`config.mk`:
```
export PLATFORM = sky130hd
export DESIGN_NAME = warp_issue_scheduler_flat
export DESIGN_NICKNAME = d
export VERILOG_FILES = /design/src/rtl/warp_issue_scheduler_pkg.sv /design/src/rtl/warp_issue_scheduler_if.sv /design/src/rtl/warp_issue_scheduler_rr_arbiter.sv /design/src/rtl/warp_issue_scheduler.sv /design/src/flat_wrapper.sv
export SDC_FILE = /design/constraint.sdc
export NUM_CORES = 1
export LEC_CHECK = 0
export BUFFER_PORTS_ARGS = -buffer_cell sky130_fd_sc_hd__buf_2
export CORE_AREA = 2 2 64 81
export CTS_CLUSTER_SIZE = 40
export DETAILED_ROUTE_END_ITERATION = 16
export DIE_AREA = 0 0 66 83
export GPL_TIMING_DRIVEN = 0
export HOLD_SLACK_MARGIN = 0.1
export PLACE_DENSITY = 0.87
export SETUP_SLACK_MARGIN = 0.3
export SLEW_MARGIN = 20
export SYNTH_ARGS = -nofsm -noshare
export SYNTH_HDL_FRONTEND = slang
export SYNTH_SLANG_ARGS = --single-unit
```
`constraint.sdc`:
```
create_clock -name clk -period 3.4 [get_ports clk]
set_input_delay 0.34 -clock clk [delete_from_list [all_inputs] [get_ports clk]]
set_output_delay 0.34 -clock clk [all_outputs]
set_load 0.005 [all_outputs]
```
`src/rtl/warp_issue_scheduler_pkg.sv`:
```
// Purpose: shared constants and helpers for the warp issue scheduler.
//   - OP_* : lane opcode encodings (OP_NOP makes the lanes hold state)
//   - DEF_NUM_WARPS / DEF_LANES : default sizing
//   - wid_width() : width of a warp id for a given warp count
package gpu_sched_pkg;

    localparam logic [1:0] OP_ADD = 2'b00;
    localparam logic [1:0] OP_MUL = 2'b01;
    localparam logic [1:0] OP_AND = 2'b10;
    localparam logic [1:0] OP_NOP = 2'b11;

    localparam int DEF_NUM_WARPS = 4;
    localparam int DEF_LANES     = 8;

    function automatic int wid_width(input int num_warps);
        return (num_warps <= 2) ? 1 : $clog2(num_warps);
    endfunction

endpackage

```
`src/rtl/warp_issue_scheduler_if.sv`:
```
// Purpose: bundle of the warp request handshake and the lane-array issue /
// writeback outputs of the warp issue scheduler.
//   req_valid/req_opcode/req_mask/issue_stall : driven by the warp buffers
//   req_ready, issue_*, lane_*, wb_*, warp_busy, issue_count : driven by
//   the scheduler
// Handshake: warp w's instruction is consumed on a cycle where
// req_valid[w] and req_ready[w] are both high; req_ready is one-hot or zero,
// and the warp buffer must hold its opcode/mask stable while valid.
interface warp_issue_scheduler_if
    import gpu_sched_pkg::*;
#(
    parameter int NUM_WARPS = DEF_NUM_WARPS,
    parameter int LANES     = DEF_LANES,
    parameter int CNT_W     = 16,
    parameter int WID_W     = wid_width(NUM_WARPS)
);
    logic [NUM_WARPS-1:0]       req_valid;
    logic [2*NUM_WARPS-1:0]     req_opcode;
    logic [LANES*NUM_WARPS-1:0] req_mask;
    logic [NUM_WARPS-1:0]       req_ready;
    logic                       issue_stall;
    logic                       issue_valid;
    logic [WID_W-1:0]           issue_warp;
    logic [1:0]                 lane_opcode;
    logic [LANES-1:0]           lane_active;
    logic                       wb_valid;
    logic [WID_W-1:0]           wb_warp;
    logic [NUM_WARPS-1:0]       warp_busy;
    logic [CNT_W-1:0]           issue_count;

    modport master (
        output req_valid, req_opcode, req_mask, issue_stall,
        input  req_ready, issue_valid, issue_warp, lane_opcode, lane_active,
               wb_valid, wb_warp, warp_busy, issue_count
    );

    modport slave (
        input  req_valid, req_opcode, req_mask, issue_stall,
        output req_ready, issue_valid, issue_warp, lane_opcode, lane_active,
               wb_valid, wb_warp, warp_busy, issue_count
    );

endinterface

```
`src/rtl/warp_issue_scheduler_rr_arbiter.sv`:
```
// Purpose: combinational round-robin arbiter. Searches req_i starting at
// ptr_i, wrapping modulo NUM_WARPS, and returns the first requester.
//   req_i    : request vector
//   ptr_i    : highest-priority index this cycle
//   grant_o  : one-hot grant, zero when nothing requests
//   winner_o : encoded winner (equals ptr_i when any_o is low)
//   any_o    : a grant was made
module rr_arbiter
    import gpu_sched_pkg::*;
#(
    parameter int NUM_WARPS = DEF_NUM_WARPS,
    parameter int WID_W     = wid_width(NUM_WARPS)
) (
    input  logic [NUM_WARPS-1:0] req_i,
    input  logic [WID_W-1:0]     ptr_i,
    output logic [NUM_WARPS-1:0] grant_o,
    output logic [WID_W-1:0]     winner_o,
    output logic                 any_o
);

    always_comb begin
        logic [WID_W-1:0] idx;
        any_o    = 1'b0;
        winner_o = ptr_i;
        idx      = ptr_i;
        // NUM_WARPS is a power of two, so the WID_W-bit add wraps for free.
        for (int i = 0; i < NUM_WARPS; i++) begin
            idx = ptr_i + WID_W'(i);
            if (!any_o && req_i[idx]) begin
                any_o    = 1'b1;
                winner_o = idx;
            end
        end
        grant_o = any_o ? (NUM_WARPS'(1) << winner_o) : '0;
    end

endmodule

```
`src/rtl/warp_issue_scheduler.sv`:
```
// Purpose: shares one SIMD lane array between NUM_WARPS warps. Each cycle a
// round-robin winner among eligible warps (valid, not in flight, no stall)
// is granted; its opcode and lane mask are registered onto the lane
// controls the next cycle, and the writeback tag follows one cycle later.
// A warp stays busy from the cycle after its grant through its writeback.
//   clk, rst_n : clock, asynchronous active-low reset
//   bus        : request handshake, lane controls, writeback, status
module warp_issue_scheduler
    import gpu_sched_pkg::*;
#(
    parameter int NUM_WARPS = DEF_NUM_WARPS,
    parameter int LANES     = DEF_LANES,
    parameter int CNT_W     = 16,
    parameter int WID_W     = wid_width(NUM_WARPS)
) (
    input  logic                   clk,
    input  logic                   rst_n,
    warp_issue_scheduler_if.slave  bus
);

    logic [WID_W-1:0]     ptr_q, ptr_d;
    logic                 issue_valid_q, issue_valid_d;
    logic [WID_W-1:0]     issue_warp_q, issue_warp_d;
    logic [1:0]           lane_opcode_q, lane_opcode_d;
    logic [LANES-1:0]     lane_active_q, lane_active_d;
    logic                 wb_valid_q, wb_valid_d;
    logic [WID_W-1:0]     wb_warp_q, wb_warp_d;
    logic [NUM_WARPS-1:0] busy_q, busy_d;
    logic [CNT_W-1:0]     count_q, count_d;

    logic [NUM_WARPS-1:0] eligible;
    logic [NUM_WARPS-1:0] grant;
    logic [WID_W-1:0]     winner;
    logic                 any_grant;
    logic [1:0]           sel_opcode;
    logic [LANES-1:0]     sel_mask;
    logic [NUM_WARPS-1:0] wb_clear;

    assign eligible = bus.req_valid & ~busy_q & {NUM_WARPS{~bus.issue_stall}};

    rr_arbiter #(
        .NUM_WARPS (NUM_WARPS),
        .WID_W     (WID_W)
    ) u_arb (
        .req_i    (eligible),
        .ptr_i    (ptr_q),
        .grant_o  (grant),
        .winner_o (winner),
        .any_o    (any_grant)
    );

    // Ready is combinational; gate with rst_n so it reads 0 during reset
    // even though the request inputs may already be high.
    assign bus.req_ready = grant & {NUM_WARPS{rst_n}};

    assign sel_opcode = bus.req_opcode[2*int'(winner) +: 2];
    assign sel_mask   = bus.req_mask[LANES*int'(winner) +: LANES];
    assign wb_clear   = wb_valid_q ? (NUM_WARPS'(1) << wb_warp_q) : '0;

    always_comb begin
        ptr_d         = any_grant ? winner + WID_W'(1) : ptr_q;
        issue_valid_d = any_grant;
        issue_warp_d  = any_grant ? winner : issue_warp_q;
        lane_active_d = any_grant ? sel_mask : '0;
        // An empty mask still issues but must not disturb the lanes.
        lane_opcode_d = (any_grant && (sel_mask != '0)) ? sel_opcode : OP_NOP;
        wb_valid_d    = issue_valid_q;
        wb_warp_d     = issue_warp_q;
        // A warp cannot be granted while busy, so set and clear never
        // target the same bit in one cycle.
        busy_d        = (busy_q & ~wb_clear) | grant;
        count_d       = (any_grant && (count_q != '1)) ? count_q + CNT_W'(1) : count_q;
    end

    always_ff @(posedge clk or negedge rst_n) begin
        if (!rst_n) begin
            ptr_q         <= '0;
            issue_valid_q <= 1'b0;
            issue_warp_q  <= '0;
            lane_opcode_q <= '0;
            lane_active_q <= '0;
            wb_valid_q    <= 1'b0;
            wb_warp_q     <= '0;
            busy_q        <= '0;
            count_q       <= '0;
        end else begin
            ptr_q         <= ptr_d;
            issue_valid_q <= issue_valid_d;
            issue_warp_q  <= issue_warp_d;
            lane_opcode_q <= lane_opcode_d;
            lane_active_q <= lane_active_d;
            wb_valid_q    <= wb_valid_d;
            wb_warp_q     <= wb_warp_d;
            busy_q        <= busy_d;
            count_q       <= count_d;
        end
    end

    assign bus.issue_valid = issue_valid_q;
    assign bus.issue_warp  = issue_warp_q;
    assign bus.lane_opcode = lane_opcode_q;
    assign bus.lane_active = lane_active_q;
    assign bus.wb_valid    = wb_valid_q;
    assign bus.wb_warp     = wb_warp_q;
    assign bus.warp_busy   = busy_q;
    assign bus.issue_count = count_q;

endmodule
```
`src/flat_wrapper.sv`:
```
// flat-port wrapper written by rule: the top's interface ports become plain ports
module warp_issue_scheduler_flat import gpu_sched_pkg::*;
#(
    parameter int NUM_WARPS = DEF_NUM_WARPS,
    parameter int LANES     = DEF_LANES,
    parameter int CNT_W     = 16,
    parameter int WID_W     = wid_width(NUM_WARPS)
)
  (clk, rst_n, bus_req_valid, bus_req_opcode, bus_req_mask, bus_issue_stall, bus_req_ready, bus_issue_valid, bus_issue_warp, bus_lane_opcode, bus_lane_active, bus_wb_valid, bus_wb_warp, bus_warp_busy, bus_issue_count);
  warp_issue_scheduler_if #(.NUM_WARPS(NUM_WARPS), .LANES(LANES), .CNT_W(CNT_W), .WID_W(WID_W)) bus_i ();
  input  logic clk;
  input  logic rst_n;
  input wire logic [$bits(bus_i.req_valid)-1:0] bus_req_valid;
  input wire logic [$bits(bus_i.req_opcode)-1:0] bus_req_opcode;
  input wire logic [$bits(bus_i.req_mask)-1:0] bus_req_mask;
  input wire logic [$bits(bus_i.issue_stall)-1:0] bus_issue_stall;
  output wire logic [$bits(bus_i.req_ready)-1:0] bus_req_ready;
  output wire logic [$bits(bus_i.issue_valid)-1:0] bus_issue_valid;
  output wire logic [$bits(bus_i.issue_warp)-1:0] bus_issue_warp;
  output wire logic [$bits(bus_i.lane_opcode)-1:0] bus_lane_opcode;
  output wire logic [$bits(bus_i.lane_active)-1:0] bus_lane_active;
  output wire logic [$bits(bus_i.wb_valid)-1:0] bus_wb_valid;
  output wire logic [$bits(bus_i.wb_warp)-1:0] bus_wb_warp;
  output wire logic [$bits(bus_i.warp_busy)-1:0] bus_warp_busy;
  output wire logic [$bits(bus_i.issue_count)-1:0] bus_issue_count;
  assign bus_i.req_valid = bus_req_valid;
  assign bus_i.req_opcode = bus_req_opcode;
  assign bus_i.req_mask = bus_req_mask;
  assign bus_i.issue_stall = bus_issue_stall;
  assign bus_req_ready = bus_i.req_ready;
  assign bus_issue_valid = bus_i.issue_valid;
  assign bus_issue_warp = bus_i.issue_warp;
  assign bus_lane_opcode = bus_i.lane_opcode;
  assign bus_lane_active = bus_i.lane_active;
  assign bus_wb_valid = bus_i.wb_valid;
  assign bus_wb_warp = bus_i.wb_warp;
  assign bus_warp_busy = bus_i.warp_busy;
  assign bus_issue_count = bus_i.issue_count;
  warp_issue_scheduler #(.NUM_WARPS(NUM_WARPS), .LANES(LANES), .CNT_W(CNT_W), .WID_W(WID_W)) u_core (.clk(clk), .rst_n(rst_n), .bus(bus_i));
endmodule
```
==> flow_results.xml <==
<?xml version="1.0" encoding="UTF-8"?>
<metrics>
  <group name="status">
    <metric name="status" unit="">completed</metric>
  </group>
  <group name="global_routing">
    <metric name="grt_overflow_total" unit="">0</metric>
    <metric name="grt.met1_usage" unit="">0.275</metric>
    <metric name="groute.layer.met2.usage" unit="">0.385</metric>
    <metric name="pin_count_of_the_biggest_net_entering_global_routing" unit="">43</metric>
    <metric name="grt_pass1_wl" unit="um">9580</metric>
    <metric name="antenna_violations_before_repair" unit="">0</metric>
    <metric name="first_global_vias" unit="">2080</metric>
    <metric name="globalRouteTotalUtil" unit="">0.222</metric>
    <metric name="met3_capacity_usage_during_global_routing" unit="">0.0461</metric>
    <metric name="layer_carrying_the_most_global_route_usage" unit="">met2</metric>
  </group>
  <group name="worst_setup_path">
    <metric name="timing.critical_path.slowest_cell_delay" unit="ns">0.44</metric>
    <metric name="critical_path_class" unit="">register to output pin</metric>
    <metric name="path_max_fanout" unit="">11</metric>
    <metric name="timing.critical_path.cells" unit="">nand2b_1 &gt; a2111o_1 &gt; a32o_1 &gt; buf_2 &gt; ha_1 &gt; and3_1 &gt; buf_2</metric>
    <metric name="worst-endpoint-required" unit="ns">3.06</metric>
    <metric name="crit_path_end_kind" unit="">output pin</metric>
    <metric name="worstPathArrival" unit="ns">2.37</metric>
    <metric name="worstSetupStartpoint" unit="">u_core.bus.warp_busy[0]</metric>
    <metric name="regToRegSetupSlack" unit="ns">1.22</metric>
    <metric name="category_of_cells_accounting_for_the_largest_share_of_critical_path_delay" unit="">compound AO/OA/AOI/OAI gates</metric>
    <metric name="crit_buf_inv" unit="">2</metric>
    <metric name="crit_slowest_cell" unit="">dfrtp_1</metric>
    <metric name="critical_path.reg2reg.startpoint" unit="">u_core.bus.warp_busy[0]</metric>
    <metric name="worst_path_most_repeated_cell" unit="">buf_2</metric>
    <metric name="startpoint_type" unit="">register</metric>
  </group>
  <group name="place">
    <metric name="hpwlAfterDp" unit="um">4470</metric>
    <metric name="final_weighted_congestion_in_routability_driven_placement" unit="">0.858</metric>
    <metric name="detailedPlace.worstSlack" unit="ns">0.999</metric>
    <metric name="placed_area" unit="mm2">0.00279</metric>
    <metric name="portBuffers" unit="">85</metric>
  </group>
  <group name="timing">
    <metric name="skew" unit="ns">0.00687</metric>
    <metric name="fin_crit" unit="ns">2.71</metric>
    <metric name="unrepaired_setup_endpoints_after_global_routing" unit="">false</metric>
    <metric name="min_period_over_period" unit="">0.798</metric>
    <metric name="postLayoutSetupSlackWorst" unit="ns">0.688</metric>
    <metric name="max_freq" unit="MHz">369</metric>
    <metric name="worst_slew_pin_slew" unit="ns">0.867</metric>
    <metric name="fin_setup_tns" unit="ns">0</metric>
    <metric name="final-hold-violation-count" unit="">0</metric>
    <metric name="final_max_slew_viol_count" unit="">0</metric>
    <metric name="relative_slew_margins" unit="">0.422</metric>
    <metric name="setup_viol" unit="">0</metric>
  </group>
  <group name="logic_synthesis">
    <metric name="post_synth_fa_ha_maj_area_fraction" unit="">0.0274</metric>
    <metric name="synth-compound-area-share" unit="">0.228</metric>
    <metric name="async_reset_ff_frac" unit="">1.00</metric>
    <metric name="synth_seq_cells" unit="">38</metric>
    <metric name="cell_area_after_synthesis" unit="mm2">0.00229</metric>
    <metric name="share_of_synthesized_area_occupied_by_flip_flops_and_latches" unit="">0.416</metric>
    <metric name="synthXorXnorAreaFrac" unit="">0.0536</metric>
    <metric name="synth_top_family_by_area" unit="">compound AO/OA/AOI/OAI gates</metric>
    <metric name="yosysUniqueCellTypes" unit="">50</metric>
    <metric name="synth_mux_area_frac" unit="">0.0449</metric>
    <metric name="postSynthNetCount" unit="">263</metric>
    <metric name="gate_count_post_synth" unit="">211</metric>
    <metric name="synth.avg_cell_area" unit="um2">10.8</metric>
    <metric name="synth_warnings" unit="">0</metric>
    <metric name="dominant_register_cell_in_the_synthesized_netlist" unit="">dfrtp_1</metric>
    <metric name="synthSimpleGateAreaFrac" unit="">0.185</metric>
    <metric name="number_of_synthesized_flops_with_an_enable_pin" unit="">0</metric>
  </group>
  <group name="finish">
    <metric name="ff_latch_area" unit="um2">951</metric>
    <metric name="antennaDiodeCount" unit="">0</metric>
    <metric name="mostFrequentLayoutCell" unit="">buf_2</metric>
    <metric name="fin_nets" unit="">355</metric>
    <metric name="mostFrequentLayoutCells" unit="">88 x buf_2, 38 x dfrtp_1, 16 x a211oi_2</metric>
    <metric name="area_growth_syn_to_layout" unit="%">26.1</metric>
    <metric name="multi_input_area" unit="mm2">0.00123</metric>
    <metric name="post-route-cell-area" unit="mm2">0.00288</metric>
    <metric name="final_core_utilization" unit="">0.614</metric>
    <metric name="drive_gt1_frac" unit="">0.424</metric>
    <metric name="n_fill_cell" unit="">428</metric>
  </group>
  <group name="power">
    <metric name="power.leakage" unit="nW">1.40</metric>
    <metric name="power.internal" unit="mW">1.29</metric>
    <metric name="power" unit="mW">2.23</metric>
    <metric name="clkPwrFrac" unit="">0.143</metric>
    <metric name="power.switching" unit="uW">935</metric>
    <metric name="power_density" unit="mW/mm2">773</metric>
    <metric name="seqPwrFrac" unit="">0.335</metric>
    <metric name="combinational_share_of_power" unit="">0.522</metric>
    <metric name="power.share.switching" unit="">0.420</metric>
    <metric name="vdd_drop_max" unit="mV">0.361</metric>
  </group>
  <group name="die">
    <metric name="floorplan.die.width" unit="um">66</metric>
    <metric name="die_area" unit="mm2">0.00548</metric>
    <metric name="starting_utilization_of_the_core_area" unit="">0.487</metric>
    <metric name="floorplan.core_area" unit="mm2">0.00469</metric>
    <metric name="boundaryPins" unit="">87</metric>
    <metric name="core.rowCount" unit="">28</metric>
    <metric name="height_of_the_die" unit="um">83</metric>
  </group>
  <group name="clock_network">
    <metric name="cts_resized" unit="">0</metric>
    <metric name="cts_max_path_buffers" unit="">2</metric>
    <metric name="postCtsSetupBuffers" unit="">0</metric>
    <metric name="cts.root.buffer_cell" unit="">clkbuf_8</metric>
    <metric name="clock_tree_from_tritoncts" unit="">built</metric>
    <metric name="clkLatencyLatePin" unit="ns">0.28</metric>
    <metric name="clk_pin_slew" unit="ns">0.08</metric>
    <metric name="clock_sinks" unit="">38</metric>
    <metric name="htree_num_levels" unit="">2</metric>
    <metric name="holdBufCountCts" unit="">0</metric>
    <metric name="numCtsBuffers" unit="">5</metric>
  </group>
  <group name="route">
    <metric name="ant_nets" unit="">0</metric>
    <metric name="wirelength" unit="um">5610</metric>
    <metric name="wire_per_inst" unit="um">15.4</metric>
    <metric name="initialDrtViolationCount" unit="">96</metric>
    <metric name="route.detailed.vias_per_inst" unit="">5.56</metric>
    <metric name="post-route-drc-count" unit="">0</metric>
    <metric name="vias" unit="">2024</metric>
    <metric name="drt_first_pass_iters" unit="">4</metric>
  </group>
  <group name="worst_hold_path">
    <metric name="min-delay-path-class" unit="">input pin to async pin</metric>
  </group>
  <group name="run">
    <metric name="max_cap_viol_count" unit="">0</metric>
  </group>
</metrics>
## cells by family after synthesis
group	after synthesis
AND/OR/NAND/NOR	74
AO/OA/AOI/OAI	55
flip-flops	38
buffers and inverters	15
XOR/XNOR	14
multiplexers	10
adder cells (fa/ha/maj)	5
## registers in the layout (all words and copies together), names as in the netlist, 2 cells and up
signal and count:
u_core.bus.issue_warp 2, u_core.bus.issue_count 16, u_core.bus.lane_active 8, u_core.bus.wb_warp 2
u_core.bus.lane_opcode 2, u_core.ptr_q 2, u_core.bus.warp_busy 4
## path summary, 6_finish.rpt
path,endpoint,cells past startpoint
hold / removal,u_core.bus.issue_count[3],1
min in group clk,u_core.bus.wb_valid,0
max in group asynchronous,u_core.bus.issue_count[7],1
hold reg to reg,u_core.bus.wb_valid,0
setup reg to reg,u_core.bus.lane_opcode[0],8
setup / recovery,bus_req_ready[3],7
## layer usage
layer	part of all wire	vias up
met5	0	-
met4	0.0087	0
met3	0.059	4
met2	0.53	76
met1	0.40	965
li1	-	979
## cells in the mapped netlist, drive strengths merged, types with 2 or more instances
master	count	share of area
nand2b	4	0.011
ha	5	0.027
o32ai	2	0.014
xor2	4	0.015
nor3	3	0.0066
a21oi	7	0.020
and4	2	0.0077
a211oi	17	0.091
xnor2	10	0.038
a2111o	2	0.0099
dfrtp	38	0.42
mux2i	8	0.035
buf	8	0.032
a22o	5	0.019
and3	13	0.036
o31ai	4	0.019
nor2	8	0.013
mux2	2	0.0099
a31oi	4	0.011
or3b	2	0.0077
nand4	3	0.0082
nand2	15	0.028
inv	5	0.0082
nor3b	2	0.0066
nor2b	2	0.0055
or4	8	0.026
o21ai	7	0.015
nand3	8	0.018
o211ai	3	0.0099
## per-stage QoR
stage | hold slack (ns) | std cells
after floorplan | 0.0444 | 211
after global placement | 0.360 | 356
after detailed placement | 0.364 | 356
after CTS | 0.193 | 364
after global routing | 0.241 | 364
final | 0.164 | 364
## area by class of cell
type / instances / share of cell area
Multi-Input combinational cell: 158 / 0.427
Sequential cell: 38 / 0.330
Timing Repair Buffer: 85 / 0.148
Clock buffer: 6 / 0.0287
Buffer: 9 / 0.0265
Tap cell: 60 / 0.0261
Inverter: 6 / 0.00955
Clock inverter: 2 / 0.00434
## power groups by stage
stage / combinational (mW) / sequential, mW / clock, mW
2_1_floorplan: 0.801 / 0.738 / 0
3_3_place_gp: 1.13 / 0.747 / 0
3_5_place_dp: 1.16 / 0.752 / 0
4_1_cts: 1.17 / 0.746 / 0.330
5_1_grt: 1.28 / 0.769 / 0.352
6_report: 1.16 / 0.746 / 0.319
(Power assumes the default switching activity.)
